### src/rtl/rv32c_pkg.sv
// Shared RV32C front-end types: data widths, fetch FSM states and the
// {pc, parcel} entry carried through the instruction buffer.
package rv32c_pkg;

  localparam int unsigned XLEN = 32;
  localparam int unsigned ILEN = 16;

  localparam logic [XLEN-1:0] DEFAULT_RESET_PC = 32'd0;

  typedef enum logic [0:0] {
    FS_FETCH   = 1'b0,
    FS_DISCARD = 1'b1
  } fetch_state_e;

  typedef struct packed {
    logic [XLEN-1:0] pc;
    logic [ILEN-1:0] parcel;
  } fetch_entry_t;

endpackage

### src/rtl/fetch_sequencer_if.sv
// Fetch-side bundle: instruction-memory req/ack, decode valid/ready and the
// execute-stage redirect. The master view belongs to the sequencer.
interface fetch_sequencer_if;
  import rv32c_pkg::*;

  logic            imem_req;
  logic [XLEN-1:0] imem_addr;
  logic            imem_ack;
  logic [ILEN-1:0] imem_data;
  logic            inst_valid;
  logic [ILEN-1:0] inst;
  logic [XLEN-1:0] inst_pc;
  logic            inst_ready;
  logic            redirect;
  logic [XLEN-1:0] redirect_pc;

  modport master (
    output imem_req, imem_addr, inst_valid, inst, inst_pc,
    input  imem_ack, imem_data, inst_ready, redirect, redirect_pc
  );

  modport slave (
    input  imem_req, imem_addr, inst_valid, inst, inst_pc,
    output imem_ack, imem_data, inst_ready, redirect, redirect_pc
  );

endinterface

### src/rtl/inst_fifo.sv
// Synchronous instruction buffer of {pc, parcel} entries. Flush beats push and
// pop; the head entry is read straight from storage so outputs are registered.
module inst_fifo
  import rv32c_pkg::*;
#(
  parameter  int unsigned DEPTH = 2,
  localparam int unsigned CW    = $clog2(DEPTH + 1)
) (
  input  logic          clock,
  input  logic          reset,
  input  logic          flush,
  input  logic          push,
  input  logic          pop,
  input  fetch_entry_t  wdata,
  output fetch_entry_t  rdata,
  output logic          full,
  output logic          empty,
  output logic [CW-1:0] count
);

  localparam int unsigned AW = $clog2(DEPTH);

  fetch_entry_t  mem [DEPTH];
  logic [AW-1:0] rd_ptr;
  logic [AW-1:0] wr_ptr;

  assign rdata = mem[rd_ptr];
  assign full  = (count == CW'(DEPTH));
  assign empty = (count == '0);

  // Storage is cleared on reset so the head reads as zero out of reset.
  always_ff @(posedge clock) begin
    if (reset) begin
      rd_ptr <= '0;
      wr_ptr <= '0;
      count  <= '0;
      for (int unsigned i = 0; i < DEPTH; i++) begin
        mem[i] <= '0;
      end
    end else if (flush) begin
      rd_ptr <= '0;
      wr_ptr <= '0;
      count  <= '0;
    end else begin
      if (push) begin
        mem[wr_ptr] <= wdata;
        wr_ptr      <= wr_ptr + AW'(1);
      end
      if (pop) begin
        rd_ptr <= rd_ptr + AW'(1);
      end
      if (push && !pop) begin
        count <= count + CW'(1);
      end else if (pop && !push) begin
        count <= count - CW'(1);
      end
    end
  end

endmodule

### src/rtl/fetch_sequencer.sv
// RV32C fetch sequencer: owns the fetch PC, issues 16-bit fetches with a
// registered req/addr, buffers parcels for decode and applies redirects.
module fetch_sequencer
  import rv32c_pkg::*;
#(
  parameter logic [XLEN-1:0] RESET_PC = DEFAULT_RESET_PC,
  parameter int unsigned     DEPTH    = 2
) (
  input logic              clock,
  input logic              reset,
  fetch_sequencer_if.master bus
);

  localparam int unsigned CW = $clog2(DEPTH + 1);

  fetch_state_e    state;
  fetch_state_e    state_n;
  logic [XLEN-1:0] fetch_pc;
  logic [XLEN-1:0] fetch_pc_n;
  logic [XLEN-1:0] addr;
  logic [XLEN-1:0] addr_n;
  logic            req;
  logic            req_n;

  logic            accept;
  logic            push;
  logic            pop;
  logic            room;
  logic            full;
  logic            empty;
  logic [CW-1:0]   count;
  fetch_entry_t    entry;
  fetch_entry_t    head;

  // Only right-path acks reach the buffer; a redirect voids push and pop.
  assign accept = req && bus.imem_ack;
  assign push   = accept && (state == FS_FETCH) && !bus.redirect;
  assign pop    = !empty && bus.inst_ready && !bus.redirect;
  assign entry  = '{pc: addr, parcel: bus.imem_data};

  inst_fifo #(.DEPTH(DEPTH)) u_inst_fifo (
    .clock (clock),
    .reset (reset),
    .flush (bus.redirect),
    .push  (push),
    .pop   (pop),
    .wdata (entry),
    .rdata (head),
    .full  (full),
    .empty (empty),
    .count (count)
  );

  assign bus.imem_req   = req;
  assign bus.imem_addr  = addr;
  assign bus.inst_valid = !empty;
  assign bus.inst       = head.parcel;
  assign bus.inst_pc    = head.pc;

  always_ff @(posedge clock) begin
    if (reset) begin
      state    <= FS_FETCH;
      fetch_pc <= RESET_PC;
      req      <= 1'b0;
      addr     <= RESET_PC;
    end else begin
      state    <= state_n;
      fetch_pc <= fetch_pc_n;
      req      <= req_n;
      addr     <= addr_n;
    end
  end

  // Next state; req for the next cycle depends on occupancy after this cycle.
  always_comb begin
    state_n    = state;
    fetch_pc_n = fetch_pc;
    req_n      = req;
    addr_n     = addr;
    room       = (push == pop) ? !full
               : (push ? (count != CW'(DEPTH - 1)) : 1'b1);

    if (bus.redirect) begin
      fetch_pc_n = bus.redirect_pc & ~XLEN'(1);
      if (req && !bus.imem_ack) begin
        state_n = FS_DISCARD;
        req_n   = 1'b1;
      end else begin
        state_n = FS_FETCH;
        req_n   = 1'b1;
        addr_n  = fetch_pc_n;
      end
    end else begin
      unique case (state)
        FS_FETCH: begin
          if (accept) begin
            fetch_pc_n = fetch_pc + XLEN'(2);
          end
          if (!req || accept) begin
            req_n  = room;
            addr_n = fetch_pc_n;
          end
        end
        FS_DISCARD: begin
          if (bus.imem_ack) begin
            state_n = FS_FETCH;
            req_n   = room;
            addr_n  = fetch_pc;
          end
        end
        default: state_n = FS_FETCH;
      endcase
    end
  end

endmodule
### src/flat_wrapper.sv
// flat-port wrapper written by rule: the top's interface ports become plain ports
module fetch_sequencer_flat import rv32c_pkg::*;
#(
  parameter logic [XLEN-1:0] RESET_PC = DEFAULT_RESET_PC,
  parameter int unsigned     DEPTH    = 2
)
  (clock, reset, bus_imem_req, bus_imem_addr, bus_inst_valid, bus_inst, bus_inst_pc, bus_imem_ack, bus_imem_data, bus_inst_ready, bus_redirect, bus_redirect_pc);
  fetch_sequencer_if bus_i ();
  input logic clock;
  input logic reset;
  output wire logic [$bits(bus_i.imem_req)-1:0] bus_imem_req;
  output wire logic [$bits(bus_i.imem_addr)-1:0] bus_imem_addr;
  output wire logic [$bits(bus_i.inst_valid)-1:0] bus_inst_valid;
  output wire logic [$bits(bus_i.inst)-1:0] bus_inst;
  output wire logic [$bits(bus_i.inst_pc)-1:0] bus_inst_pc;
  input wire logic [$bits(bus_i.imem_ack)-1:0] bus_imem_ack;
  input wire logic [$bits(bus_i.imem_data)-1:0] bus_imem_data;
  input wire logic [$bits(bus_i.inst_ready)-1:0] bus_inst_ready;
  input wire logic [$bits(bus_i.redirect)-1:0] bus_redirect;
  input wire logic [$bits(bus_i.redirect_pc)-1:0] bus_redirect_pc;
  assign bus_imem_req = bus_i.imem_req;
  assign bus_imem_addr = bus_i.imem_addr;
  assign bus_inst_valid = bus_i.inst_valid;
  assign bus_inst = bus_i.inst;
  assign bus_inst_pc = bus_i.inst_pc;
  assign bus_i.imem_ack = bus_imem_ack;
  assign bus_i.imem_data = bus_imem_data;
  assign bus_i.inst_ready = bus_inst_ready;
  assign bus_i.redirect = bus_redirect;
  assign bus_i.redirect_pc = bus_redirect_pc;
  fetch_sequencer #(.RESET_PC(RESET_PC), .DEPTH(DEPTH)) u_core (.clock(clock), .reset(reset), .bus(bus_i));
endmodule
### config.mk
export PLATFORM = sky130hd
export DESIGN_NAME = fetch_sequencer_flat
export DESIGN_NICKNAME = d
export VERILOG_FILES = /design/src/rtl/rv32c_pkg.sv /design/src/rtl/fetch_sequencer_if.sv /design/src/rtl/inst_fifo.sv /design/src/rtl/fetch_sequencer.sv /design/src/flat_wrapper.sv
export SDC_FILE = /design/constraint.sdc
export NUM_CORES = 1
export LEC_CHECK = 0
export ABC_AREA = 1
export CORE_MARGIN = 3
export CORE_UTILIZATION = 57
export DETAILED_ROUTE_END_ITERATION = 8
export PLACE_DENSITY = 0.93
export SYNTH_ARGS = -nofsm -noshare
export SYNTH_HDL_FRONTEND = slang
export SYNTH_SLANG_ARGS = --single-unit
export TNS_END_PERCENT = 20
### constraint.sdc
create_clock -name clock -period 5.02 [get_ports clock]
set_input_delay 1.255 -clock clock [delete_from_list [all_inputs] [get_ports clock]]
set_output_delay 1.255 -clock clock [all_outputs]
set_load 0.02 [all_outputs]
# After elaboration in Yosys (flattened, before gate mapping)
# Memory sizes are Yosys's and may differ from the RTL's. A register that Yosys moved wholly into a read port is not among the register bits.
# Cells that the tools add are included.
# word_totals
ramBits	96
elab_cells	75
in_bits	53
ff_bits	70
out_inout_bits	82
mem_count	1
# mem_list
name	words	word_bits	rd	rd_ports_with_merged_regs	wr	line_no	text
u_core.u_inst_fifo.mem	2	48	1	1	2	inst_fifo.sv:23	fetch_entry_t mem [DEPTH];
# op_classes
bitwise_logic	1
mux	31
n_eq_ne	7
n_addsub	5
reduce_logical	22
# ops
op	count
two-way mux 32 bit	7
one-hot mux 32 bit (2 select lines)	1
two-way mux 48 bit	1
OR reduction 48 bit	1
adder 32 x 2 -> 32 bit, second input constant	1
two-way mux 1 bit	19
logical AND 1 bit	8
zero test 1 bit	7
!= test 3 bit, second input constant	2
two-way mux 2 bit	2
!= test 2 bit, second input constant	2
AND reduction 3 bit	1
adder 1 bit, second input constant	2
adder 2 x 1 -> 2 bit, second input constant	1
== test 2 bit, second input constant	1
zero test 2 bit	1
!= test 2 x 1 -> 1 bit, second input constant	1
one-hot mux 1 bit (2 select lines)	1
AND reduction 2 bit	1
nonzero test 2 bit	1
OR reduction 2 bit	1
subtractor 2 x 1 -> 2 bit, second input constant	1
== test 1 bit	1
logical OR 1 bit	1
inverter 1 bit	1

# Logic depth before layout (Yosys ltp)
# Gate-level depths: netlist of run 1.
# logic_depth
depth_word	9
ltp_mapped	13
depth_no_buf	13

# By module
# Synthesis of run 1 repeated with hierarchy kept, for this count alone.
# hier_totals
cells_unflattened	864
area_unflattened_um2	7922.6
# by_module_without_submodules
module	instances	seq_area_each_um2	area_per_inst_um2	cells_per_inst
inst_fifo	1	2982.9	4391.7	339
fetch_sequencer	1	1281.2	3530.9	525

# Worst setup path after synthesis of run 1
# No wires, ideal clock.
# synth_timing
kind	input -> register
startpoint	input port bus_redirect
endpoint	memory u_core.u_inst_fifo.mem[1][0] (netlist name) (enable)
required_time_ps	4614
path_buffers	3
slack_ps	1363
arrival_time_ps	3252
setup_ps	406
path_stages	10
cell_sequence	buf_4 -> nor2_4 -> inv_2 -> nor2_4 -> inv_2 -> nor2_2 -> nand2_1 -> buf_2 -> buf_6 -> nand2_1
# synth_lines
element	line_no	text
start, declared	flat_wrapper.sv:19	input wire logic [$bits(bus_i.redirect)-1:0] bus_redirect;
end, declared	inst_fifo.sv:23	

==> out/metrics.yaml, run 1 <==
final_layout:
  drive_above_1_share: 0.117
  nets: 1042
  diodes: 0
  fin_util: 0.748
  syn_to_final_growth_pct: 25.7
power_and_ir_drop:
  seqPwrFrac: 0.486
  p_clk_frac: 0.391
  power.total_mw: 3.14
  p_int_mw: 2.33
  vdd_drop_max_mv: 0.209
  comb_power_share: 0.123
  power_density_mw_per_mm2: 325
  swShare: 0.258
  p_sw_mw: 0.811
  power.leakage_nw: 3.86
grt:
  grt_max_degree: 48
  grt_pass1_wl_mm: 30.8
  grt_pass1_vias: 6196
  antenna_found_initial: 0
  track_usage: 0.267
  gr-max-usage-layer: "met2"
  grt_overflow: 0
  use_met2: 0.459
  grtUsageMet3: 0.0548
  met1_usage: 0.339
hold_path:
  holdPathStages: 2
  min_path_type: "flop to flop"
clock_tree:
  cts_hold_buf: 0
  clk_latency_ns: 0.42
  cts_tree: "done"
  cts_root_buffer: "clkbuf_16"
  ctsHtreeMaxLevel: 4
  cts_sinks: 163
  cts_made_buffers: 17
  clk_pin_slew_ns: 0.07
  ctsResizeCount: 0
  cts_setup_buffers: 0
  clk_path_buf_depth: 2
critical_path:
  critPathRequiredTime_ns: 3.76
  arrival_ns: 2.54
  r2r_start: "u_core.state"
  startpoint_type: "flop"
  worstSetupPathType: "flop to primary output"
  critPathCaptureType: "primary output"
  critPathMaxFanout: 28
  r2r-end: "u_core.bus.imem_addr[9]"
  r2r_cells: 9
  ff2ff_setup_slack_ns: 2.71
  cp-endpoint: "bus_inst_pc[18]"
routing:
  drc: 0
  vias: 6300
  avgViaCountPerCell: 5.39
  drtPass1Iterations: 6
  ant_nets: 0
  drt_iter0_drc: 652
  routed_wl_mm: 19.3
  wl_per_cell_um: 16.5
floorplan:
  die_w_um: 122
  die_area_mm2: 0.0149
  start_util: 0.595
  ios: 135
  core_mm2: 0.0129
  rows: 41
  floorplan.die.height_um: 122
logic_synthesis:
  synth_flop_cell: "edfxtp_1"
  synth_common_cells: "nand2_1, nor2_1, inv_1, edfxtp_1, dfxtp_1"
  syn_inst: 858
  async_flop_share: 0
  yosysTopAreaCellShare: 0.367
  avgSynthCellArea_um2: 8.97
  synth_area_leaders: "edfxtp_1, dfxtp_1, nand2_1"
  yosys.area.top_type: "edfxtp_1"
  synth_seq_cells: 163
  ys_types: 40
  ys_seq_area_frac: 0.546
  synth_most_common_cell: "nand2_1"
  yosys_warnings: 0
  synth_edf_count: 94
  netlist_area_mm2: 0.00769
sta:
  hold_viol: 0
  clock_skew_ns: 0.00639
  setup_violations: 0
  fin_crit_ns: 3.79
  grt_setup_unrepaired: "no"
  period_share: 0.756
  slew-limit-headroom: 0.423
  whs_ns: 0.474
  finalSetupTns_ns: 0
  tightestPinTransition_ns: 0.864
  fmax_ghz: 0.264
  final_max_slew_viol_count: 0
  layout_setup_ws_ns: 1.23
place:
  dp_hpwl_mm: 12.9
  dp_slack_ns: 0.933
  gp_congestion: 0.922
  port_buffers: 131
run_status:
  status: "finished clean"
job:
  cap_violations: 0
metal layers:
| layer | vias to the layer above | part of all wire |
|---|---|---|
| met5 | - | 0 |
| met4 | 0 | 0.020 |
| met3 | 34 | 0.085 |
| met2 | 316 | 0.50 |
| met1 | 2914 | 0.39 |
| li1 | 3036 | - |
cells by family (layout without fill, tap and decap cells):
kind of cell,count (synthesis),after routing,synth area share
buffers and inverters,159,297,0.0862
other,1,2,0.000487
muxes,47,47,0.0688
and+or+nand+nor,386,386,0.213
xor gates and xnor gates,13,13,0.0148
DFF,163,163,0.546
AOI/OAI and AO/OA,84,84,0.0620
adders and majority gates,5,5,0.00813
critical path: stages, from the launching register on:
cell             delay (ns)
dfxtp_2                0.76
buf_4                  0.41
mux2_2                 0.40
clkdlybuf4s50_1        0.54
worst min path at each step:
stage                                       end                         from
floorplan           u_core.u_inst_fifo.count[0]  u_core.u_inst_fifo.count[0]
global placement       u_core.bus.imem_addr[14]     u_core.bus.imem_addr[14]
detailed placement     u_core.bus.imem_addr[14]     u_core.bus.imem_addr[14]
CTS                    u_core.bus.imem_addr[26]     u_core.bus.imem_addr[26]
global route           u_core.bus.imem_addr[26]     u_core.bus.imem_addr[26]
finish                 u_core.bus.imem_addr[26]     u_core.bus.imem_addr[26]
area by class of cell:
type,instances,area [µm²]
timing repair buffer,140,1380
inverter,125,472
tap,172,215
sequential,163,4210
fill,854,3250
clock inverter,14,126
clock buffer,18,429
multi-input combinational,537,2850
registers in the layout, summed over array words and instances, names as in the netlist, named ones only:
| name | cells |
|---|---|
| u_core.bus.imem_addr | 31 |
| u_core.state | 1 |
| u_core.u_inst_fifo.mem | 94 |
| u_core.u_inst_fifo.wr_ptr | 1 |
| u_core.fetch_pc | 31 |
| u_core.bus.imem_req | 1 |
| u_core.u_inst_fifo.count | 2 |
| u_core.u_inst_fifo.rd_ptr | 1 |
stage by stage:
stage	cell area [µm²]	std cells
global route	9670	1169
global placement	9110	1137
floorplan	7700	859
detailed placement	9110	1137
finish	9670	1169
CTS	9670	1169
cell usage in the layout, fill, tap and decap left out, drive strengths merged:
| cell | netlist | final |
|---|---|---|
| a21oi | 24 | 24 |
| a221oi | 1 | 1 |
| a22o | 3 | 3 |
| a31oi | 11 | 11 |
| and2 | 3 | 3 |
| buf | 22 | 9 |
| bufinv | 0 | 1 |
| clkbuf | 12 | 18 |
| clkdlybuf4s50 | 0 | 131 |
| clkinv | 0 | 2 |
| clkinvlp | 0 | 4 |
| conb | 1 | 2 |
| dfxtp | 69 | 69 |
| edfxtp | 94 | 94 |
| ha | 5 | 5 |
| inv | 125 | 132 |
| mux2 | 47 | 47 |
| nand2 | 175 | 175 |
| nand3 | 46 | 46 |
| nand3b | 1 | 1 |
| nand4 | 11 | 11 |
| nor2 | 142 | 142 |
| nor3 | 6 | 6 |
| o211ai | 3 | 3 |
| o21ai | 34 | 34 |
| o21bai | 3 | 3 |
| o22ai | 5 | 5 |
| or2 | 2 | 2 |
| xnor2 | 3 | 3 |
| xor2 | 10 | 10 |
power groups by stage:
stage / Combinational [mW] / Clock, mW / Sequential (mW)
after floorplan: 0.188 / 0 / 1.56
after global placement: 0.367 / 0 / 1.55
after detailed placement: 0.376 / 0 / 1.55
after CTS: 0.384 / 1.24 / 1.53
after global routing: 0.416 / 1.30 / 1.53
final: 0.385 / 1.23 / 1.53
Power figures use the tool's default switching activity.
==> run 2, diff against run 1 <==
--- a/config.mk
+++ b/config.mk
@@ -7,9 +7,9 @@
 export LEC_CHECK = 0
 export ABC_AREA = 1
 export CORE_MARGIN = 3
-export CORE_UTILIZATION = 57
+export CORE_UTILIZATION = 48
 export DETAILED_ROUTE_END_ITERATION = 8
-export PLACE_DENSITY = 0.93
+export PLACE_DENSITY = 0.85
 export SYNTH_ARGS = -nofsm -noshare
 export SYNTH_HDL_FRONTEND = slang
 export SYNTH_SLANG_ARGS = --single-unit
==> constraint.sdc (replaced) <==
create_clock -name clock -period 3.1 [get_ports clock]
set_input_delay 0.775 -clock clock [delete_from_list [all_inputs] [get_ports clock]]
set_output_delay 0.775 -clock clock [all_outputs]
set_load 0.02 [all_outputs]
==> run 2 against run 1 <==
Compared with the run above:
- utilization decreased by 11 points
- combinational power increased by 63%
- largest cell class unchanged
- die area increased by 18%
- wire length decreased by 4.8%
- first-iteration DRC count decreased by 25%
- worst hold slack got worse by 0.0080 ns
- clock power increased by 70%
- final cell count increased by 3.8%
- critical path type unchanged
- via count decreased by 2.2%
- clock-buffer cell count increased by 7
==> out/metrics.yaml, run 2 (synthesis gave the netlist of run 1 again) <==
run_status:
  status: "finished clean"
clock_tree:
  cts_made_buffers: 17
  ctsHtreeMaxLevel: 4
  cts_root_buffer: "clkbuf_16"
  cts_setup_buffers: 0
  cts_tree: "done"
  cts_sinks: 163
  clk_path_buf_depth: 2
  clk_latency_ns: 0.42
  clk_pin_slew_ns: 0.06
final_layout:
  drive_above_1_share: 0.116
  largest_reg_flops: 94
  layout_commonest_cell: "nand2_1"
  nets: 1048
  largest_register: "u_core.u_inst_fifo.mem"
  syn_to_final_growth_pct: 28.1
  final_area_mm2: 0.00986
  most-common-layout-cells: "nand2_1, clkdlybuf4s50_1, nor2_1, inv_1, edfxtp_1"
  diodes: 0
sta:
  layout_setup_ws_ns: 0.326
  period_share: 0.895
  fmax_ghz: 0.360
  grt_setup_unrepaired: "no"
  final_max_slew_viol_count: 0
  hold_viol: 0
  setup_violations: 0
  whs_ns: 0.466
  clock_skew_ns: 0.00769
  fin_crit_ns: 2.77
  slew-limit-headroom: 0.460
  tightestPinTransition_ns: 0.809
grt:
  grt_pass1_wl_mm: 29.7
  grt_overflow: 0
  antenna_found_initial: 0
  grt_pass1_vias: 6016
  track_usage: 0.212
  grt_max_degree: 48
floorplan:
  rows: 45
  core_mm2: 0.0154
  floorplan.die.height_um: 133
  die_w_um: 133
  start_util: 0.499
  ios: 135
  die_area_mm2: 0.0176
power_and_ir_drop:
  power.total_mw: 5.19
  vdd_drop_max_mv: 0.399
  power.leakage_nw: 3.93
  power_density_mw_per_mm2: 527
place:
  dp_hpwl_mm: 13.0
  gp_congestion: 0.925
  port_buffers: 131
  place_area_mm2: 0.00927
  dp_slack_ns: -0.195
critical_path:
  critPathRequiredTime_ns: 2.32
  worstSetupPathType: "flop to primary output"
  critical_path.max_stage_delay_ns: 0.58
  startpoint_type: "flop"
  r2r-end: "u_core.bus.imem_addr[19]"
  crit_buf_inv: 2
  ff2ff_setup_slack_ns: 1.19
  cpLargestDelayFamily: "buffers and inverters"
  r2r_cells: 11
  arrival_ns: 2.00
  r2r_start: "u_core.fetch_pc[1]"
  critPathCaptureType: "primary output"
  path_cells: "buf_12, mux2_2, clkdlybuf4s50_1"
  crit_slowest_cell: "clkdlybuf4s50_1"
  critPathMaxFanout: 47
routing:
  avgViaCountPerCell: 5.07
  routed_wl_mm: 18.4
  vias: 6161
  ant_nets: 0
  drt_iter0_drc: 491
  wl_per_cell_um: 15.1
  drtPass1Iterations: 5
  drc: 0
hold_path:
  hold_path.startpoint: "u_core.bus.imem_addr[30]"
  holdPathStages: 2
  hold_path_end: "u_core.bus.imem_addr[30]"
  min_path_type: "flop to flop"
job:
  cap_violations: 0
[run 2: changes by cell type in the layout (fill, tap and decap cells not counted), moves of 4 or more]
cell        previous run  this run
buf_12                 0         5
clkbuf_1               1         6
clkinvlp_4             4         0
inv_6                  5         0
[run 2: report_power, final]
| part | switching, mW | internal, mW |
|---|---|---|
| clock network | 0.790 | 1.30 |
| registers | 0.0727 | 2.40 |
| logic | 0.350 | 0.278 |
[run 2: area by class of cell]
| cell class | count | area, µm² |
|---|---|---|
| clock buffers | 25 | 475 |
| clock inverters | 7 | 108 |
| fillers | 1268 | 5570 |
| inverters | 125 | 472 |
| multi-input cells | 537 | 2850 |
| flip-flops and latches | 163 | 4210 |
| well taps | 211 | 264 |
| repair buffers | 146 | 1490 |
[run 2: worst max path at each step]
stage               slack [ns]         start                      endpoint  cells after the start
floorplan                -0.03  bus_redirect  u_core.u_inst_fifo.mem[0][0]                      8
global placement         -0.12  bus_redirect      u_core.bus.imem_addr[10]                      8
detailed placement       -0.20  bus_redirect      u_core.bus.imem_addr[10]                      8
CTS                       0.19  bus_redirect      u_core.bus.imem_addr[10]                      8
global route              0.27          flop               bus_inst_pc[11]                      3
finish                    0.33          flop               bus_inst_pc[11]                      3
[run 2: what timing repair did]
action / CTS / global route
hold buffers: 0 / 0
gates resized for setup: 0 / 1
setup endpoints to repair: 0 / 1
[run 2: metal layers]
| layer | vias up | part of all wire | GRT usage |
|---|---|---|---|
| met4 | 0 | 0.022 | 0.0779 |
| met1 | 2848 | 0.43 | 0.268 |
| met2 | 230 | 0.49 | 0.359 |
| li1 | 3051 | - | - |
| met3 | 32 | 0.059 | 0.0471 |
| met5 | - | 0 | 0 |
[run 2: worst register-to-register path, cell delays in order (launching register included)]
cell     delay [ns]
dfxtp_1        0.38
ha_1           0.20
inv_1          0.07
nor2_1         0.16
nand2_1        0.19
nor2_4         0.21
nand2_1        0.15
xnor2_1        0.15
nand2_1        0.08
nand3_1        0.10
nand2_1        0.07
nand2_1        0.04
[run 2: per-stage QoR]
step	utilization	TNS, ns	instances
6_report	0.639	0	1214
5_1_grt	0.639	0	1214
4_1_cts	0.639	0	1214
3_5_place_dp	0.601	-0.567	1182
3_3_place_gp	0.601	-0.285	1182
2_1_floorplan	-	-1.34	859
==> run 3, diff against run 2 <==
--- a/config.mk
+++ b/config.mk
@@ -10,6 +10,7 @@
 export CORE_UTILIZATION = 48
 export DETAILED_ROUTE_END_ITERATION = 8
 export PLACE_DENSITY = 0.85
+export SETUP_SLACK_MARGIN = 0.3
 export SYNTH_ARGS = -nofsm -noshare
 export SYNTH_HDL_FRONTEND = slang
 export SYNTH_SLANG_ARGS = --single-unit
==> run 3 against run 2 <==
Compared with the run above:
- final cell count about the same
- via count up 0.29%
- utilization up 0.18 points
- first-iteration DRC count up 9.6%
- worst hold slack about the same
- non-clock buffer count up 1
- sequential share of layout area down 0.12 points
- sequential cell count unchanged
- combinational power about the same
- largest power group unchanged
==> out/metrics.yaml, run 3 (synthesis gave the netlist of run 1 again) <==
critical_path:
  critPathRequiredTime_ns: 2.32
  startpoint_type: "flop"
  critPathCaptureType: "primary output"
  worstSetupPathType: "flop to primary output"
  r2r-end: "u_core.bus.imem_addr[27]"
  ff2ff_setup_slack_ns: 1.19
  r2r_start: "u_core.fetch_pc[1]"
  critPathMaxFanout: 24
  r2r_cells: 13
  arrival_ns: 1.97
sta:
  fin_crit_ns: 2.75
  hold_viol: 0
  final_max_slew_viol_count: 0
  slew-limit-headroom: 0.464
  grt_setup_unrepaired: "yes"
  tightestPinTransition_ns: 0.803
  finalSetupTns_ns: 0
  layout_setup_ws_ns: 0.352
  fmax_ghz: 0.364
  clock_skew_ns: 0.00857
  period_share: 0.886
  setup_violations: 0
floorplan:
  rows: 45
  die_area_mm2: 0.0176
  core_mm2: 0.0154
  ios: 135
  die_w_um: 133
  start_util: 0.499
  floorplan.die.height_um: 133
final_layout:
  fin_util: 0.641
  nets: 1049
  most-common-layout-cells: "nand2_1, nor2_1, clkdlybuf4s50_1, inv_1, edfxtp_1"
  syn_to_final_growth_pct: 28.5
  largest_reg_flops: 94
  layout_commonest_cell: "nand2_1"
  fin_cells: 1215
  diodes: 0
  drive_above_1_share: 0.117
  fill_cells: 1261
  final_area_mm2: 0.00988
  largest_register: "u_core.u_inst_fifo.mem"
power_and_ir_drop:
  power_density_mw_per_mm2: 525
  power.leakage_nw: 3.95
  vdd_drop_max_mv: 0.400
routing:
  drt_iter0_drc: 538
  vias: 6179
  avgViaCountPerCell: 5.09
  routed_wl_mm: 18.6
  ant_nets: 0
  drtPass1Iterations: 5
  wl_per_cell_um: 15.3
  drc: 0
clock_tree:
  clk_path_buf_depth: 2
  clk_pin_slew_ns: 0.06
  cts_sinks: 163
  cts_made_buffers: 17
  cts_root_buffer: "clkbuf_16"
  ctsHtreeMaxLevel: 4
  cts_tree: "done"
  cts_setup_buffers: 0
  clk_latency_ns: 0.42
place:
  dp_slack_ns: -0.195
  dp_hpwl_mm: 13.0
  dp.cells: 1182
  port_buffers: 131
  place_area_mm2: 0.00927
  gp_congestion: 0.925
grt:
  grt_max_degree: 48
  grt_pass1_vias: 6012
  antenna_found_initial: 0
  grt_overflow: 0
  track_usage: 0.212
  grt_pass1_wl_mm: 29.7
hold_path:
  hold_path.startpoint: "u_core.bus.imem_addr[30]"
  holdPathStages: 2
  hold_path_end: "u_core.bus.imem_addr[30]"
  min_path_type: "flop to flop"
run_status:
  status: "finished clean"
job:
  cap_violations: 0
==> run 3: cell count changes in the layout (fill, tap and decap cells not counted), sizes merged <==
cell	previous run	this run
clkbuf	25	26
clkdlybuf4s50	131	130
dlymetal6s2s	0	1
==> run 3: metal layers <==
layer / track usage / share of wire / routed length, µm / vias to the layer above
met2: 0.359 / 0.48 / 8960 / 226
met1: 0.268 / 0.44 / 8110 / 2868
met3: 0.0471 / 0.056 / 1050 / 38
met5: 0 / 0 / 0 / -
met4: 0.0779 / 0.025 / 459 / 0
li1: - / - / - / 3047
==> run 3: through the flow <==
step | hold slack (ns) | power (mW)
after global placement | 0.459 | 3.12
after global routing | 0.487 | 5.36
after floorplan | 0.461 | 2.84
final | 0.466 | 5.19
after detailed placement | 0.459 | 3.14
after CTS | 0.469 | 5.21
==> run 3: report_power, final <==
part           internal (mW)  leakage, nW  switching [mW]
Combinational          0.278         2.12           0.351
Sequential              2.40         1.54          0.0730
Clock                   1.30        0.284           0.791
==> run 3: critical path: stages, from the launching register on <==
cell	delay [ns]
dfxtp_2	0.40
buf_12	0.21
mux2_2	0.36
clkdlybuf4s50_1	0.57
==> run 3: final cells by class <==
class	instances	area [µm²]	area share
sequential	163	4210	0.425
multi-input combinational	537	2850	0.288
timing repair buffer	147	1510	0.153
clock buffer	25	475	0.0481
inverter	125	472	0.0477
tap	211	264	0.0267
clock inverter	7	108	0.0109
==> run 3: worst max-delay path by stage <==
| stage | startpoint | endpoint | slack (ns) | depth (start not counted) |
|---|---|---|---|---|
| 6_report | flop | bus_inst_pc[2] | 0.35 | 3 |
| 3_3_place_gp | bus_redirect | u_core.bus.imem_addr[10] | -0.12 | 8 |
| 2_1_floorplan | bus_redirect | u_core.u_inst_fifo.mem[0][0] | -0.03 | 8 |
| 4_1_cts | flop | bus_inst_pc[11] | 0.32 | 3 |
| 5_1_grt | flop | bus_inst_pc[2] | 0.29 | 3 |
| 3_5_place_dp | bus_redirect | u_core.bus.imem_addr[10] | -0.20 | 8 |
==> run 3: repair_timing <==
action / 4_1_cts / 5_1_grt
setup endpoints to repair: 3 / 10
hold buffers: 0 / 0
gates cloned: 0 / 1
gates resized for setup: 1 / 1
endpoints found under the hold margin: 0 / 0
